**config.mk**
```make
export PLATFORM = sky130hd
export DESIGN_NAME = wiegand_tx_scheduler
export DESIGN_NICKNAME = d
export VERILOG_FILES = /design/src/rtl/wiegand_tx_scheduler.sv
export SDC_FILE = /design/constraint.sdc
export NUM_CORES = 1
export LEC_CHECK = 0
export ABC_CLOCK_PERIOD_IN_PS = 2800
export CORE_AREA = 3 3 113 115
export CTS_CLUSTER_DIAMETER = 30
export DETAILED_ROUTE_END_ITERATION = 10
export DIE_AREA = 0 0 116 118
export PLACE_DENSITY = 0.88
export SLEW_MARGIN = 25
export SYNTH_ARGS = -nofsm -noshare
export SYNTH_HDL_FRONTEND = slang
export SYNTH_SLANG_ARGS = --single-unit
export TNS_END_PERCENT = 5
```
**constraint.sdc**
```tcl
create_clock -name clk -period 2.8 [get_ports clk]
set_input_delay 0.56 -clock clk [delete_from_list [all_inputs] [get_ports clk]]
set_output_delay 0.56 -clock clk [all_outputs]
set_load 0.02 [all_outputs]
```
**src/rtl/wiegand_tx_scheduler.sv**
```systemverilog
// Frame queue and sequencer in front of the Wiegand output engine: buffers 26-bit
// frames, hands them to the engine one at a time and reports completion/errors.
module wiegand_tx_scheduler #(
   parameter int DEPTH          = 4,
   parameter int GAP_CYCLES     = 16,
   parameter int TIMEOUT_CYCLES = 65536
) (
   input  logic                     clk,
   input  logic                     rst,
   input  logic                     push,
   input  logic [25:0]              push_data,
   input  logic                     flush,
   input  logic                     irq_clr,
   input  logic                     eng_done_n,
   output logic [25:0]              eng_data,
   output logic                     eng_en,
   output logic                     full,
   output logic [$clog2(DEPTH):0]   count,
   output logic                     busy,
   output logic                     irq,
   output logic                     overflow,
   output logic                     timeout_err
);

   localparam int AW = $clog2(DEPTH);
   localparam int CW = AW + 1;
   localparam int TW = $clog2(TIMEOUT_CYCLES) + 1;
   localparam int GW = $clog2(GAP_CYCLES) + 1;

   typedef enum logic [1:0] {
      IDLE = 2'd0,
      LOAD = 2'd1,
      SEND = 2'd2,
      GAP  = 2'd3
   } state_t;

   state_t          state_r;
   logic [25:0]     mem_r [DEPTH];
   logic [AW-1:0]   wr_ptr_r;
   logic [AW-1:0]   rd_ptr_r;
   logic [CW-1:0]   count_r;
   logic            full_r;
   logic [25:0]     eng_data_r;
   logic            eng_en_r;
   logic            busy_r;
   logic [TW-1:0]   tmo_r;
   logic [GW-1:0]   gap_r;
   logic            irq_r;
   logic            overflow_r;
   logic            timeout_err_r;

   logic            pop_s;
   logic            full_s;
   logic            push_ok_s;
   logic            push_drop_s;
   logic            done_s;
   logic            tmo_hit_s;
   logic            send_exit_s;
   logic            irq_set_s;
   logic [CW-1:0]   count_nxt_s;

   // A pop in the same cycle frees a slot, so a push into a full queue during LOAD is kept.
   assign pop_s       = (state_r == LOAD);
   assign full_s      = (count_r == CW'(DEPTH));
   assign push_ok_s   = push & ~flush & (~full_s | pop_s);
   assign push_drop_s = push & ~flush & full_s & ~pop_s;
   assign done_s      = (state_r == SEND) & ~eng_done_n;
   assign tmo_hit_s   = (state_r == SEND) & eng_done_n & (tmo_r == TW'(TIMEOUT_CYCLES - 1));
   assign send_exit_s = done_s | tmo_hit_s;
   assign irq_set_s   = send_exit_s & (count_r == {CW{1'b0}}) & ~push_ok_s;

   // Next queue occupancy.
   always_comb begin
      count_nxt_s = count_r;
      if (flush) begin
         count_nxt_s = {CW{1'b0}};
      end else if (push_ok_s && !pop_s) begin
         count_nxt_s = count_r + CW'(1);
      end else if (!push_ok_s && pop_s) begin
         count_nxt_s = count_r - CW'(1);
      end else begin
         count_nxt_s = count_r;
      end
   end

   // Frame storage; contents need no reset since count gates every read.
   always_ff @(posedge clk) begin
      if (push_ok_s) begin
         mem_r[wr_ptr_r] <= push_data;
      end
   end

   // Queue pointers, occupancy and full flag.
   always_ff @(posedge clk or posedge rst) begin
      if (rst) begin
         wr_ptr_r <= {AW{1'b0}};
         rd_ptr_r <= {AW{1'b0}};
         count_r  <= {CW{1'b0}};
         full_r   <= 1'b0;
      end else begin
         count_r <= count_nxt_s;
         full_r  <= (count_nxt_s == CW'(DEPTH));
         if (flush) begin
            wr_ptr_r <= {AW{1'b0}};
            rd_ptr_r <= {AW{1'b0}};
         end else begin
            if (push_ok_s) begin
               wr_ptr_r <= wr_ptr_r + AW'(1);
            end
            if (pop_s) begin
               rd_ptr_r <= rd_ptr_r + AW'(1);
            end
         end
      end
   end

   // Frame sequencer driving the engine interface.
   always_ff @(posedge clk or posedge rst) begin
      if (rst) begin
         state_r    <= IDLE;
         eng_data_r <= 26'd0;
         eng_en_r   <= 1'b0;
         busy_r     <= 1'b0;
         tmo_r      <= {TW{1'b0}};
         gap_r      <= {GW{1'b0}};
      end else begin
         case (state_r)
            IDLE: begin
               if ((count_r != {CW{1'b0}}) && !flush) begin
                  state_r <= LOAD;
                  busy_r  <= 1'b1;
               end
            end
            LOAD: begin
               eng_data_r <= mem_r[rd_ptr_r];
               eng_en_r   <= 1'b1;
               tmo_r      <= {TW{1'b0}};
               state_r    <= SEND;
            end
            SEND: begin
               if (send_exit_s) begin
                  eng_en_r <= 1'b0;
                  gap_r    <= GW'(GAP_CYCLES - 1);
                  state_r  <= GAP;
               end else begin
                  tmo_r <= tmo_r + TW'(1);
               end
            end
            GAP: begin
               if (gap_r == {GW{1'b0}}) begin
                  state_r <= IDLE;
                  busy_r  <= 1'b0;
               end else begin
                  gap_r <= gap_r - GW'(1);
               end
            end
            default: begin
               state_r  <= IDLE;
               eng_en_r <= 1'b0;
               busy_r   <= 1'b0;
            end
         endcase
      end
   end

   // Sticky status flags; a set wins over a clear in the same cycle.
   always_ff @(posedge clk or posedge rst) begin
      if (rst) begin
         irq_r         <= 1'b0;
         overflow_r    <= 1'b0;
         timeout_err_r <= 1'b0;
      end else begin
         irq_r         <= irq_set_s   | (irq_r & ~irq_clr);
         overflow_r    <= push_drop_s | (overflow_r & ~irq_clr);
         timeout_err_r <= tmo_hit_s   | (timeout_err_r & ~irq_clr);
      end
   end

   assign eng_data    = eng_data_r;
   assign eng_en      = eng_en_r;
   assign full        = full_r;
   assign count       = count_r;
   assign busy        = busy_r;
   assign irq         = irq_r;
   assign overflow    = overflow_r;
   assign timeout_err = timeout_err_r;

endmodule

```
==> results of run 1 <==
## cell usage in the layout (no fill, tap or decap), drive strengths merged, types with 6 or more instances in the layout
cell type      netlist  routed
inv                 16      20
a21oi                7       7
ha                  15      15
edfxtp             104     104
mux2                30      30
buf                  7      10
clkbuf              11      17
nand4                6       6
dfrtp               63      63
nand3                9       9
mux4                26      26
nor3                 7       7
clkinv               0       6
o21ai               14      14
nor2                20      20
clkdlybuf4s50        0      66
nand2               20      20
## path summary, 6_finish.rpt
check / start / endpoint / slack, ns / cells past startpoint
max: tmo_r[9] / gap_r[3] / 0.28 / 8
min: rst / eng_data[23] / 0.47 / 2
max reg2reg: tmo_r[9] / gap_r[3] / 0.28 / 8
min reg2reg: tmo_r[8] / tmo_r[8] / 0.50 / 1
max in group asynchronous: rst / count[0] / 1.72 / 3
min in group clk: tmo_r[8] / tmo_r[8] / 0.50 / 1
## synthesized netlist by cell type (all sizes together) (3+ instances only)
cell type | count | share of area (%)
a21oi | 7 | 0.52
nor4 | 3 | 0.28
mux2i | 5 | 0.74
xnor2 | 4 | 0.52
nand3b | 3 | 0.33
nand2 | 20 | 1.1
nand3 | 9 | 0.74
a31oi | 5 | 0.46
buf | 7 | 0.50
nand2b | 3 | 0.39
and3 | 3 | 0.28
mux4 | 26 | 8.7
dfrtp | 63 | 23
ha | 15 | 2.8
edfxtp | 104 | 46
nor2b | 3 | 0.28
or3 | 3 | 0.28
nand4 | 6 | 0.56
mux2 | 30 | 5.0
inv | 16 | 0.89
clkbuf | 11 | 0.63
xor2 | 3 | 0.39
a211oi | 3 | 0.33
and2 | 4 | 0.37
o21ai | 14 | 1.0
nor3 | 7 | 0.52
or4 | 3 | 0.33
nor2 | 20 | 1.1
## worst reg2reg max path: cells and delay by family, from the launching register on
| family | cells | cell delay, ns |
|---|---|---|
| AND/OR/NAND/NOR | 5 | 1.45 |
| adder cells (fa/ha/maj) | 1 | 0.29 |
| AO/OA/AOI/OAI | 2 | 0.29 |
| flip-flops | 1 | 0.42 |
## state kept, by name, indices dropped and copies added (netlist names)
signal	count
mem_r	104
eng_data	26
tmo_r	17
gap_r	5
count	3
rd_ptr_r	2
state_r	2
wr_ptr_r	2
busy	1
eng_en	1
full	1
irq	1
overflow	1
timeout_err	1
## layout make-up
type / instances / area [sq um]
Multi-Input combinational cell: 211 / 1929
Inverter: 16 / 60.06
Fill cell: 779 / 3605
Tap cell: 147 / 183.9
Timing Repair Buffer: 76 / 810.8
Clock buffer: 17 / 425.4
Clock inverter: 15 / 196.4
Sequential cell: 167 / 4701
## routing by layer
| layer | track usage (%) | vias up |
|---|---|---|
| li1 | - | 1716 |
| met1 | 27.35 | 1929 |
| met2 | 33.06 | 125 |
| met3 | 6.581 | 39 |
| met4 | 8.557 | 0 |
| met5 | 0 | - |
## power by group
part	leakage [nW]	internal [mW]	total, mW	switching [mW]
clock network	0.302	1.43	2.41	0.983
registers	1.73	3.06	3.32	0.253
logic	0.992	1.29	2.59	1.30
## cells by family after synthesis
| family | share of synthesized area (%) |
|---|---|
| AO/OA/AOI/OAI | 3.238 |
| XOR/XNOR | 0.9066 |
| adder cells (fa/ha/maj) | 2.775 |
| buffers and inverters | 2.017 |
| flip-flops | 69.49 |
| multiplexers | 14.39 |
| AND/OR/NAND/NOR | 7.179 |
## metrics by stage
step                      area (sq um)  setup WS, ns  power [mW]  cells  hold WS, ns
after floorplan                   6763        0.4982       4.954    412       0.4479
after global placement            7685        0.3878       5.828    617       0.4624
after detailed placement          7685        0.2680       5.948    617       0.4928
after CTS                         8307        0.2964       8.389    649       0.4898
after global routing              8307       0.01035       8.707    649       0.4997
final                             8307        0.2753       8.316    649       0.4707
==> out/qor.yml, run 1 <==
avgSynthCellArea_sq_um: 16.41
critPathKind: "reg -> reg"
skew_ns: 0.009831
hold_violations: 0
crit_top_cell: "and3_1"
arrival_ns: 2.87
start_util_pct: 56.78
drive_gt1_share_pct: 20.92
path_buf_inv: 0
first_iter_violations: 367
dieArea_sq_um: 13690
numCtsBuffers: 17
total_leakage_power_nw: 3.023
ys_ff_latch: 167
fin_crit_ns: 2.525
final-setup-viol-count: 0
synth-seq-area-share_pct: 69.49
grt_pass1_wl_mm: 21.47
die_height_um: 118
synth_ff_type: "edfxtp_1"
final_util_pct: 69.74
path_delay_family: "simple AND/OR/NAND/NOR gates"
synthArstFlopShare_pct: 37.72
cp-end-kind: "register"
antenna_found_initial: 0
syn_nets: 459
place_hpwl_mm: 8.342
routedWlPerCell_um: 20.49
crit_chain: "and3_1 -> nand4_1 -> nor4_1 -> ha_1 -> nand3b_1 -> and3_1 -> a211oi_1 -> a31oi_1"
area_growth_pct: 22.83
nNetsFinal: 536
hp-class: "in -> async"
grt_max_degree: 46
cts_resized: 0
setup-tns-final_ns: 0
drt-met1-wl_mm: 5.496
first_pass_iters: 4
grt_setup_unrepaired: "no"
n_antenna_cell: 0
fmax_mhz: 396.1
io_pins: 67
syn_area_sq_um: 6763
wl_met2_mm: 6.688
rows: 40
yosys.cell_types.count: 45
dr_wl_met3_um: 715
finalCritPeriodShare_pct: 90.17
cts_hold_buf: 0
root_buffer: "clkbuf_16"
gp_congestion: 0.8625
cts.sinks: 167
cts_tree: "yes"
path_max_fanout: 11
netlist_instances: 412
worst_pin_slew_ns: 0.6416
top_layer: "met4"
cts_setup_buffers: 0
yosysWarnings: 0
cp-start-kind: "register"
grtUsageTotal_pct: 21.06
num_vias: 3809
cp_data_required_time_ns: 3.15
cap_violations: 0
viasPerCell: 5.869
status: "completed"
pwr_density_cell_nw_per_um2: 1001
die_x_um: 116
htreeDepth: 4
core-area_sq_um: 11910
slew_headroom_pct: 57.14
clk_pin_slew_ns: 0.07
portBuffers: 66
drt.antenna.violating_nets: 0
drv_slew: 0
critPathSlowestCell: "dfrtp_1"
slowest_delay_ns: 0.42
synth_edf_count: 104
ir_drop_uv: 792.4
clk_latency_ns: 0.43
overflow: 0
drc: 0
cts.path.max_buffers: 2
totalWireLength_mm: 13.30
grt_pass1_vias: 4024
Note: power is estimated with default switching activity, not from simulation.
==> inputs of run 2 (changes only) <==
--- a/config.mk
+++ b/config.mk
@@ -5,7 +5,7 @@
 export SDC_FILE = /design/constraint.sdc
 export NUM_CORES = 1
 export LEC_CHECK = 0
-export ABC_CLOCK_PERIOD_IN_PS = 2800
+export ABC_CLOCK_PERIOD_IN_PS = 2900
 export CORE_AREA = 3 3 113 115
 export CTS_CLUSTER_DIAMETER = 30
 export DETAILED_ROUTE_END_ITERATION = 10
==> constraint.sdc (replaced) <==
create_clock -name clk -period 2.9 [get_ports clk]
set_input_delay 0.58 -clock clk [delete_from_list [all_inputs] [get_ports clk]]
set_output_delay 0.58 -clock clk [all_outputs]
set_load 0.02 [all_outputs]
==> run 2 against run 1 <==
- via count down 0.60%
- utilization down 0.92 points
- critical path depth unchanged
- first-iteration DRC count up 13%
- total power down 8.0%
- worst setup slack better by 0.00072 ns
- fmax down 3.8%
- combinational power down 5%
- highest routed layer unchanged
==> out/qor.yml, run 2 (synthesis results as in run 1) <==
drt.antenna.violating_nets: 0
gp_congestion: 0.8540
power_frac_seq_pct: 41.8
p_sw_share_pct: 30.61
hold_violations: 0
die_x_um: 116
setup-tns-final_ns: 0
antenna_found_initial: 0
cts.path.max_buffers: 2
critPathSlowestCell: "nor3_1"
fin_area_sq_um: 8197
clk_pin_slew_ns: 0.06
cts_resized: 0
wl_met2_mm: 6.637
cts.sinks: 167
skew_ns: 0.01416
overflow: 0
crit_top_cell: "ha_1"
hp-class: "reg -> reg"
min_from: "eng_data[18]"
arrival_ns: 2.95
ir_drop_uv: 805.9
nNetsFinal: 536
io_pins: 67
die_height_um: 118
core-area_sq_um: 11910
largest-register: "mem_r"
cp_data_required_time_ns: 3.23
regToRegStartpoint: "tmo_r[0]"
drv_slew: 0
cp-start-kind: "register"
finalCritPeriodShare_pct: 90.48
grt_setup_unrepaired: "no"
crit_chain: "ha_1 -> nand3_1 -> nor4_1 -> ha_1 -> nand3b_1 -> nor3_1 -> and3_1 -> mux2i_1"
dpl_cell_area_sq_um: 7672
slew_headroom_pct: 54.42
final_util_pct: 68.81
layout_common_cells: "104 x edfxtp_1, 66 x clkdlybuf4s50_1, 62 x dfrtp_1"
viasPerCell: 5.834
root_buffer: "clkbuf_16"
first_pass_iters: 4
path_buf_inv: 0
start_util_pct: 56.78
path_max_fanout: 11
grt_pass1_wl_mm: 21.05
routedWlPerCell_um: 19.95
status: "completed"
power_switching_mw: 2.342
cp-end-kind: "register"
numCtsBuffers: 17
worstRegToRegCells: 8
critPathKind: "reg -> reg"
share_comb_of_total_power_pct: 32.0
dr_wl_met3_um: 720
grtUsageTotal_pct: 20.54
rows: 40
multiInputGateArea_sq_um: 1929
cts_hold_buf: 0
final_common_cell: "edfxtp_1"
total_leakage_power_nw: 2.975
r2r-end: "tmo_r[8]"
hold_end: "eng_data[18]"
place_hpwl_mm: 7.826
whs_path_depth: 1
drc: 0
pwr_density_cell_nw_per_um2: 933.6
rrSetupSlack_ns: 0.28
p_total_mw: 7.653
path_delay_family: "simple AND/OR/NAND/NOR gates"
cap_violations: 0
clkPwrFrac_pct: 26.2
totalWireLength_mm: 12.95
first_iter_violations: 416
nFillCells: 793
fmax_mhz: 381.1
internal_power_mw: 5.310
dieArea_sq_um: 13690
clk_latency_ns: 0.42
final-setup-viol-count: 0
cts_tree: "yes"
slowest_delay_ns: 0.57
top_layer: "met4"
area_growth_pct: 21.20
cts_setup_buffers: 0
grt_pass1_vias: 4000
drt-met1-wl_mm: 5.411
worst_pin_slew_ns: 0.6823
num_vias: 3786
n_antenna_cell: 0
largest_reg_flops: 104
htreeDepth: 4
portBuffers: 66
grt_max_degree: 64
drive_gt1_share_pct: 19.92
fin_crit_ns: 2.624
area.sequential_sq_um: 4701
==> run 2: cell count changes in the layout (fill, tap and decap cells not counted), moves of 3 or more <==
cell       before  now
inv_6           1    4
bufinv_16       3    0
inv_8           3    0
clkbuf_1        0    5
==> run 2: layer usage <==
metal,track usage (%),vias to the layer above
met5,0,-
met4,6.962,0
met3,5.810,18
met2,34.21,125
met1,25.79,1921
li1,-,1722
==> run 2: worst max-delay path by stage <==
stage | startpoint | to | slack (ns) | depth (start not counted)
finish | tmo_r[0] | tmo_r[8] | 0.28 | 8
global route | tmo_r[10] | tmo_r[8] | 0.09 | 8
CTS | tmo_r[0] | tmo_r[8] | 0.33 | 8
detailed placement | eng_done_n | tmo_r[8] | 0.36 | 5
global placement | eng_done_n | tmo_r[11] | 0.46 | 5
floorplan | tmo_r[0] | tmo_r[11] | 0.60 | 9
==> run 2: final cells by class <==
| cell class | instances | area share (%) |
|---|---|---|
| Multi-Input combinational cell | 211 | 23.54 |
| Clock buffer | 23 | 5.587 |
| Tap cell | 147 | 2.244 |
| Timing Repair Buffer | 76 | 9.739 |
| Sequential cell | 167 | 57.35 |
| Inverter | 16 | 0.7327 |
| Clock inverter | 9 | 0.8090 |
==> run 2: power groups by stage <==
stage	clock (mW)	combinational [mW]	sequential, mW
floorplan	0	1.31	3.48
global placement	0	2.40	3.21
detailed placement	0	2.46	3.23
CTS	2.05	2.49	3.20
global route	2.14	2.66	3.25
finish	2.01	2.45	3.20
==> run 2: through the flow <==
step	setup slack, ns	hold WS (ns)	instances
floorplan	0.5982	0.4479	412
global placement	0.4648	0.4619	617
detailed placement	0.3590	0.4956	617
CTS	0.3310	0.5152	649
global route	0.09396	0.5275	649
finish	0.2761	0.5114	649
==> inputs of run 3 (changes only) <==
--- a/config.mk
+++ b/config.mk
@@ -6,11 +6,11 @@
 export NUM_CORES = 1
 export LEC_CHECK = 0
 export ABC_CLOCK_PERIOD_IN_PS = 2900
-export CORE_AREA = 3 3 113 115
+export CORE_AREA = 3 3 115 117
 export CTS_CLUSTER_DIAMETER = 30
 export DETAILED_ROUTE_END_ITERATION = 10
-export DIE_AREA = 0 0 116 118
-export PLACE_DENSITY = 0.88
+export DIE_AREA = 0 0 118 120
+export PLACE_DENSITY = 0.86
 export SLEW_MARGIN = 25
 export SYNTH_ARGS = -nofsm -noshare
 export SYNTH_HDL_FRONTEND = slang
==> run 3 against run 2 <==
- sequential share of layout area decreased by 0.70 points
- largest cell class unchanged
- highest routed layer unchanged
- wire length decreased by 1.0%
- count of clock-buffer cells in the layout decreased by 6
==> out/qor.yml, run 3 (synthesis results as in run 1) <==
regToRegStartpoint: "tmo_r[10]"
die_height_um: 120
pwr_density_cell_nw_per_um2: 951.7
routedWlPerCell_um: 19.01
area_growth_pct: 22.70
dieArea_sq_um: 14160
path_buf_inv: 0
largest-register: "mem_r"
cts_hold_buf: 0
worst_pin_slew_ns: 0.6193
cp-start-kind: "register"
cp-end-kind: "register"
antenna_found_initial: 0
fmax_mhz: 400.6
multiInputGateArea_sq_um: 1929
clk_latency_ns: 0.42
clk_pin_slew_ns: 0.07
setup-tns-final_ns: 0
hp-class: "reg -> reg"
area.sequential_sq_um: 4701
cts.sinks: 167
critPathSlowestCell: "or4_1"
place_hpwl_mm: 8.038
grt_setup_unrepaired: "no"
drt.antenna.violating_nets: 0
gp_congestion: 0.8728
num_vias: 3873
path_delay_family: "simple AND/OR/NAND/NOR gates"
path_max_fanout: 7
nNetsFinal: 536
cts_resized: 0
slowest_delay_ns: 0.64
slew_headroom_pct: 58.63
crit_top_cell: "or4_1"
grt_pass1_wl_mm: 21.18
first_iter_violations: 362
numCtsBuffers: 17
totalWireLength_mm: 12.82
drc: 0
grt_max_degree: 64
grt_pass1_vias: 4064
hold_end: "tmo_r[8]"
final_common_cell: "edfxtp_1"
cts_setup_buffers: 0
cts_tree: "yes"
status: "completed"
root_buffer: "clkbuf_16"
arrival_ns: 2.86
rrSetupSlack_ns: 0.40
n_antenna_cell: 0
overflow: 0
min_from: "tmo_r[8]"
hold_violations: 0
largest_reg_flops: 104
final_util_pct: 66.57
r2r-end: "tmo_r[11]"
skew_ns: 0.008021
nFillCells: 856
htreeDepth: 4
finalCritPeriodShare_pct: 86.08
rows: 41
cp_data_required_time_ns: 3.26
portBuffers: 66
grtUsageTotal_pct: 19.68
whs_path_depth: 1
crit_chain: "and3_1 -> nand4_1 -> nor4_1 -> ha_1 -> nand2b_4 -> or4_1 -> or4_1 -> nand2_1"
die_x_um: 118
start_util_pct: 54.25
critPathKind: "reg -> reg"
ir_drop_uv: 735.8
cap_violations: 0
drive_gt1_share_pct: 20.92
core-area_sq_um: 12470
drv_slew: 0
io_pins: 67
total_leakage_power_nw: 3.009
layout_common_cells: "104 x edfxtp_1, 66 x clkdlybuf4s50_1, 62 x dfrtp_1"
fin_crit_ns: 2.496
crit_start: "tmo_r[10]"
viasPerCell: 5.746
cts.path.max_buffers: 2
final-setup-viol-count: 0
first_pass_iters: 7
worstRegToRegCells: 8
[run 3: report_power, final]
group          internal (mW)  total, mW  leakage [nW]  switching (mW)
combinational           1.23       2.43         0.988            1.21
sequential              2.96       3.22          1.73           0.262
clock                   1.29       2.24         0.290           0.957
[run 3: through the flow]
| stage | total power [mW] | instances | hold WS (ns) | instance area, sq um | setup WS (ns) |
|---|---|---|---|---|---|
| 5_1_grt | 8.281 | 674 | 0.5144 | 8298 | 0.2260 |
| 3_3_place_gp | 5.600 | 642 | 0.4632 | 7704 | 0.4643 |
| 6_report | 7.897 | 674 | 0.4985 | 8298 | 0.4036 |
| 2_1_floorplan | 4.783 | 412 | 0.4479 | 6763 | 0.5982 |
| 3_5_place_dp | 5.705 | 642 | 0.4906 | 7704 | 0.4100 |
| 4_1_cts | 7.979 | 674 | 0.4996 | 8298 | 0.4192 |
[run 3: layer usage]
layer  vias to the layer above  GRT usage [%]  part of all wire, %
met1                      2005          24.07                   40
met2                       135          33.63                   53
met5                         -              0                    0
met3                        18          6.079                  5.3
li1                       1715              -                    -
met4                         0          6.520                  1.2
[run 3: worst max-delay path by stage]
stage,end,slack [ns],cells after the start
after floorplan,tmo_r[11],0.60,9
after global placement,tmo_r[11],0.46,5
after detailed placement,tmo_r[8],0.41,5
after CTS,tmo_r[11],0.42,8
after global routing,gap_r[3],0.23,8
final,tmo_r[11],0.40,8
[run 3: area by class of cell]
cell class,instances,area share [%]
Sequential cell,167,56.65
Clock buffer,17,5.127
Inverter,16,0.7238
Tap cell,172,2.593
Timing Repair Buffer,76,9.620
Multi-Input combinational cell,211,23.25
Clock inverter,15,2.036
==> RTL change 1: new RTL, config.mk and constraints of run 3 <==
Add an input register stage for `irq_clr`, cleared by the reset; this delays it by one clock. The other inputs are not delayed to match.
--- a/src/rtl/wiegand_tx_scheduler.sv
+++ b/src/rtl/wiegand_tx_scheduler.sv
@@ -33,6 +33,16 @@
       SEND = 2'd2,
       GAP  = 2'd3
    } state_t;
+
+   logic irq_clr_q;
+
+   always_ff @(posedge clk or posedge rst) begin
+      if (rst) begin
+         irq_clr_q <= '0;
+      end else begin
+         irq_clr_q <= irq_clr;
+      end
+   end
 
    state_t          state_r;
    logic [25:0]     mem_r [DEPTH];
@@ -170,9 +180,9 @@
          overflow_r    <= 1'b0;
          timeout_err_r <= 1'b0;
       end else begin
-         irq_r         <= irq_set_s   | (irq_r & ~irq_clr);
-         overflow_r    <= push_drop_s | (overflow_r & ~irq_clr);
-         timeout_err_r <= tmo_hit_s   | (timeout_err_r & ~irq_clr);
+         irq_r         <= irq_set_s   | (irq_r & ~irq_clr_q);
+         overflow_r    <= push_drop_s | (overflow_r & ~irq_clr_q);
+         timeout_err_r <= tmo_hit_s   | (timeout_err_r & ~irq_clr_q);
       end
    end
 
Check against the original RTL: not equivalent (Yosys sat finds a counterexample within 10 cycles, from zero or initial values and one cycle with rst high).
==> RTL change 1 against run 3 <==
Die area unchanged. Sequential cell count rose by 1. Area after synthesis is 2.7% higher. Largest cell class unchanged. Setup slack improved by 0.064 ns. Power down 2.0%. Critical path depth grew 1. Design area rose by 1.4%. Routed wire length up 3.0%.
==> RTL change 1: results (changes against run 3) <==
Place
  • Place WS: 0.4603 ns (+0.05033 ns)
  • Placed Instances: 650 (+1.2%)
  • Routability congestion estimate: 0.8112 (-7.1%)

STA
  • Worst Skew: 0.01379 ns (+0.005766 ns)
  • Least-Margin Pin Slew: 0.7051 ns (+0.08580 ns)

Synth
  • Netlist cell types: 52 (+16%)
  • Avg Inst Size Synth: 16.78 um^2 (+2.2%)
  • Syn_nets: 462 (+0.65%)
  • Synth top area cells: edfxtp_1 45%, dfrtp_1 23%, mux4_2 5.8%, mux2_2 4.7%, mux4_1 3.0%
  • Top cells by count, synth: 104 x edfxtp_1, 64 x dfrtp_1, 29 x mux2_2, 29 x nor2_1, 22 x nand2_1
  • Ys async rst share: 0.3810 (+0.003707)
  • Seq/Total Area, Yosys: 0.6800 (-0.01492)

Clock tree
  • # clock sinks: 168 (+0.60%)

Critical path
  • Worst-path maximum fanout: 13 (+6)
  • Slowest stage cell, crit path: nor3_1
  • Crit path DAT: 2.78 ns (-0.08 ns)
  • Crit path largest cell delay: 0.44 ns (-0.20 ns)

Cells and area
  • Nets@finish: 545 (+1.7%)
  • Share of cells above drive strength 1: 0.2059 (-0.003281)

Global routing
  • Largest net degree at the start of global routing: 47 (-27%)
  • All-Layer GR Usage: 0.2007 (+0.003884)
  • Number of global-route vias before repair: 4089 (+0.62%)

Detailed routing
  • DRT iter0 DRCs: 375 (+3.6%)
  • DR pass1 iterations: 4 (-3)
  • DR vias: 3811 (-1.6%)

Power
  • Worst vdd ir: 0.6118 mV (-17%)

Outcome
  • Status: finished clean
RTL change 1: worst paths after layout:
path	start	end	slack, ns	cells past startpoint
worst max-delay path	tmo_r[6]	gap_r[3]	0.47	9
worst min-delay path	tmo_r[9]	tmo_r[9]	0.48	1
worst max register to register	tmo_r[6]	gap_r[3]	0.47	9
worst min register to register	tmo_r[9]	tmo_r[9]	0.48	1
max in group asynchronous	rst	rd_ptr_r[0]	1.79	3
min in group asynchronous	rst	eng_data[4]	0.50	2
RTL change 1: cell families after synthesis:
logic type | after synthesis | share of synthesized area
flops | 168 | 0.6800
simple gates | 97 | 0.07491
mux | 64 | 0.1493
compound gates | 30 | 0.03224
buf+inv | 30 | 0.02341
fa+ha+maj | 16 | 0.02881
xor+xnor | 9 | 0.01134
RTL change 1: area by class of cell:
| class | instances | area (um^2) | area share |
|---|---|---|---|
| Sequential cell | 168 | 4726 | 0.5618 |
| Clock inverter | 11 | 82.58 | 0.009817 |
| Multi-Input combinational cell | 216 | 2063 | 0.2453 |
| Tap cell | 172 | 215.2 | 0.02558 |
| Clock buffer | 21 | 481.7 | 0.05727 |
| Timing Repair Buffer | 80 | 790.8 | 0.09401 |
| Inverter | 14 | 52.55 | 0.006247 |
RTL change 1: routing by layer:
layer	routed length (um)	GRT usage	vias to the layer above
met5	0	0	-
li1	-	-	1738
met3	614	0.05325	19
met4	150	0.07033	0
met1	5589	0.2514	1933
met2	6842	0.3414	121
RTL change 1: worst register-to-register path, delay by kind of cell, from the launching register on:
family / cells / cell delay [ns]
adder cells (fa/ha/maj): 1 / 0.21
flip-flops: 1 / 0.42
multiplexers: 1 / 0.22
AND/OR/NAND/NOR: 7 / 1.50
RTL change 1: report_power, final:
group          internal (mW)  switching [mW]
clock                   1.20           0.927
combinational           1.18            1.20
sequential              2.96           0.267
total                   5.35            2.39
==> RTL change 2: new RTL, settings of run 3 <==
Made on the original files. `GAP_CYCLES`: 16 -> 64.
--- a/src/rtl/wiegand_tx_scheduler.sv
+++ b/src/rtl/wiegand_tx_scheduler.sv
@@ -2,7 +2,7 @@
 // frames, hands them to the engine one at a time and reports completion/errors.
 module wiegand_tx_scheduler #(
    parameter int DEPTH          = 4,
-   parameter int GAP_CYCLES     = 16,
+   parameter int GAP_CYCLES     = 64,
    parameter int TIMEOUT_CYCLES = 65536
 ) (
    input  logic                     clk,
Function: same outputs for any inputs over 10 cycles, from zero or initial values and one cycle with rst high; that may be too few to reach the edited logic, so the function may still have changed.
==> RTL change 2 against run 3 <==
First-iteration DRC count decreased by 16%. Maximum frequency is 5.9% lower. Combinational power is 4% higher. Sequential cell count rose by 2. Non-clock buffer count up 8. Routed wire length up 7.1%. Clock skew decreased by 0.0019 ns. Area after synthesis rose by 2.0%. Design area is 2.3% higher. Power increased by 2.5%. Setup slack lost 0.16 ns. Utilization rose by 1.5 points. Highest routed layer unchanged.
==> RTL change 2: results (changes against run 3) <==
Power
  • Sw Ratio: 0.3046 (-0.002329)
  • Pwr/cell area: 953.5 nW/um^2 (+0.19%)
  • Worst vdd ir: 0.8054 mV (+9.5%)
  • P_leak: 3.058 nW (+1.6%)
  • P_comb: 2.52 mW (+4%)

Critical path
  • Slowest stage cell, crit path: or4_2
  • R2r setup slk: 0.25 ns (-0.16 ns)
  • Crit Reg-Reg Startpoint: tmo_r[7]
  • Crit path DAT: 3.01 ns (+0.15 ns)
  • Worst-path maximum fanout: 10 (+3)

Detailed routing
  • Met3 wire length: 712 um (+5.6%)
  • Post-DR wirelength/cell: 19.83 um (+4.3%)
  • Met2 Wirelength: 7181 um (+4.7%)
  • WL met1: 5589 um (+9.0%)
  • DRT iter0 DRCs: 305 (-16%)

Cells and area
  • Seq cells: 169 (+1.2%)
  • Non-clock inverters: 17 (+1)
  • Multi-input gates: 218 (+3.3%)
  • Share of cells above drive strength 1: 0.2212 (+0.01199)
  • Fill count: 787 (-8.1%)
  • Multi-input combinational area share: 0.2387 (+0.006217)
  • Non-CTS buffers: 84 (+11%)
  • Antenna cell count: 0 (unchanged)
  • Register Area: 4751 um^2 (+1.1%)
  • Signal buffers share of area: 0.09667 (+0.0004694)

Synth
  • Synth top area cells: edfxtp_1 45%, dfrtp_1 24%, mux4_2 8.5%, mux2_2 4.9%, ha_1 2.7%
  • Cells after Synth: 421 (+2.2%)
  • Post-synthesis mux area share: 0.1411 (-0.002871)
  • Netlist cell types: 49 (+8.9%)
  • Adder-Cell Fraction of Synth Area: 0.02720 (-0.0005535)
  • XOR/XNOR Fraction of Synth Area: 0.01015 (+0.001088)
  • Syn_nets: 468 (+2.0%)

STA
  • Worst Skew: 0.006095 ns (-0.001926 ns)
  • Max-Slew Margin vs Limit: 0.5273 (-0.05894)
  • Final Cycle Share: 0.9152 (+0.05435)

Place
  • Routability congestion estimate: 0.8455 (-3.1%)
  • Hpwl dp: 8771 um (+9.1%)
  • Placed Instances: 660 (+2.8%)
  • Area post-placement: 7871 um^2 (+2.2%)
  • Place WS: 0.2916 ns (-0.1184 ns)

Outcome
  • Status: finished clean

Global routing
  • Largest net degree at the start of global routing: 28 (-56%)

Worst hold path
  • Worst hold path type: input pin to async pin
-- RTL change 2: changes by cell type in the layout (fill, tap and decap cells not counted), sizes merged, moves of 3 or more --
cell	before	now
or3b	0	3
nand4	6	2
a31oi	5	0
nor2	20	24
nor3	7	4
clkinv	6	3
nand2	20	17
buf	10	18
o31ai	0	7
-- RTL change 2: worst register-to-register path, stage by stage, from the launching register on --
cell	delay, ns
dfrtp_1	0.42
and4_1	0.25
nand3_1	0.21
nor4_2	0.32
ha_1	0.25
nand3b_1	0.22
o311ai_4	0.19
or4_2	0.63
nand3b_1	0.10
-- RTL change 2: routing by layer --
metal | global-route usage | up-vias
li1 | - | 1776
met1 | 0.2589 | 1993
met2 | 0.3557 | 120
met3 | 0.06550 | 22
met4 | 0.05934 | 0
met5 | 0 | -
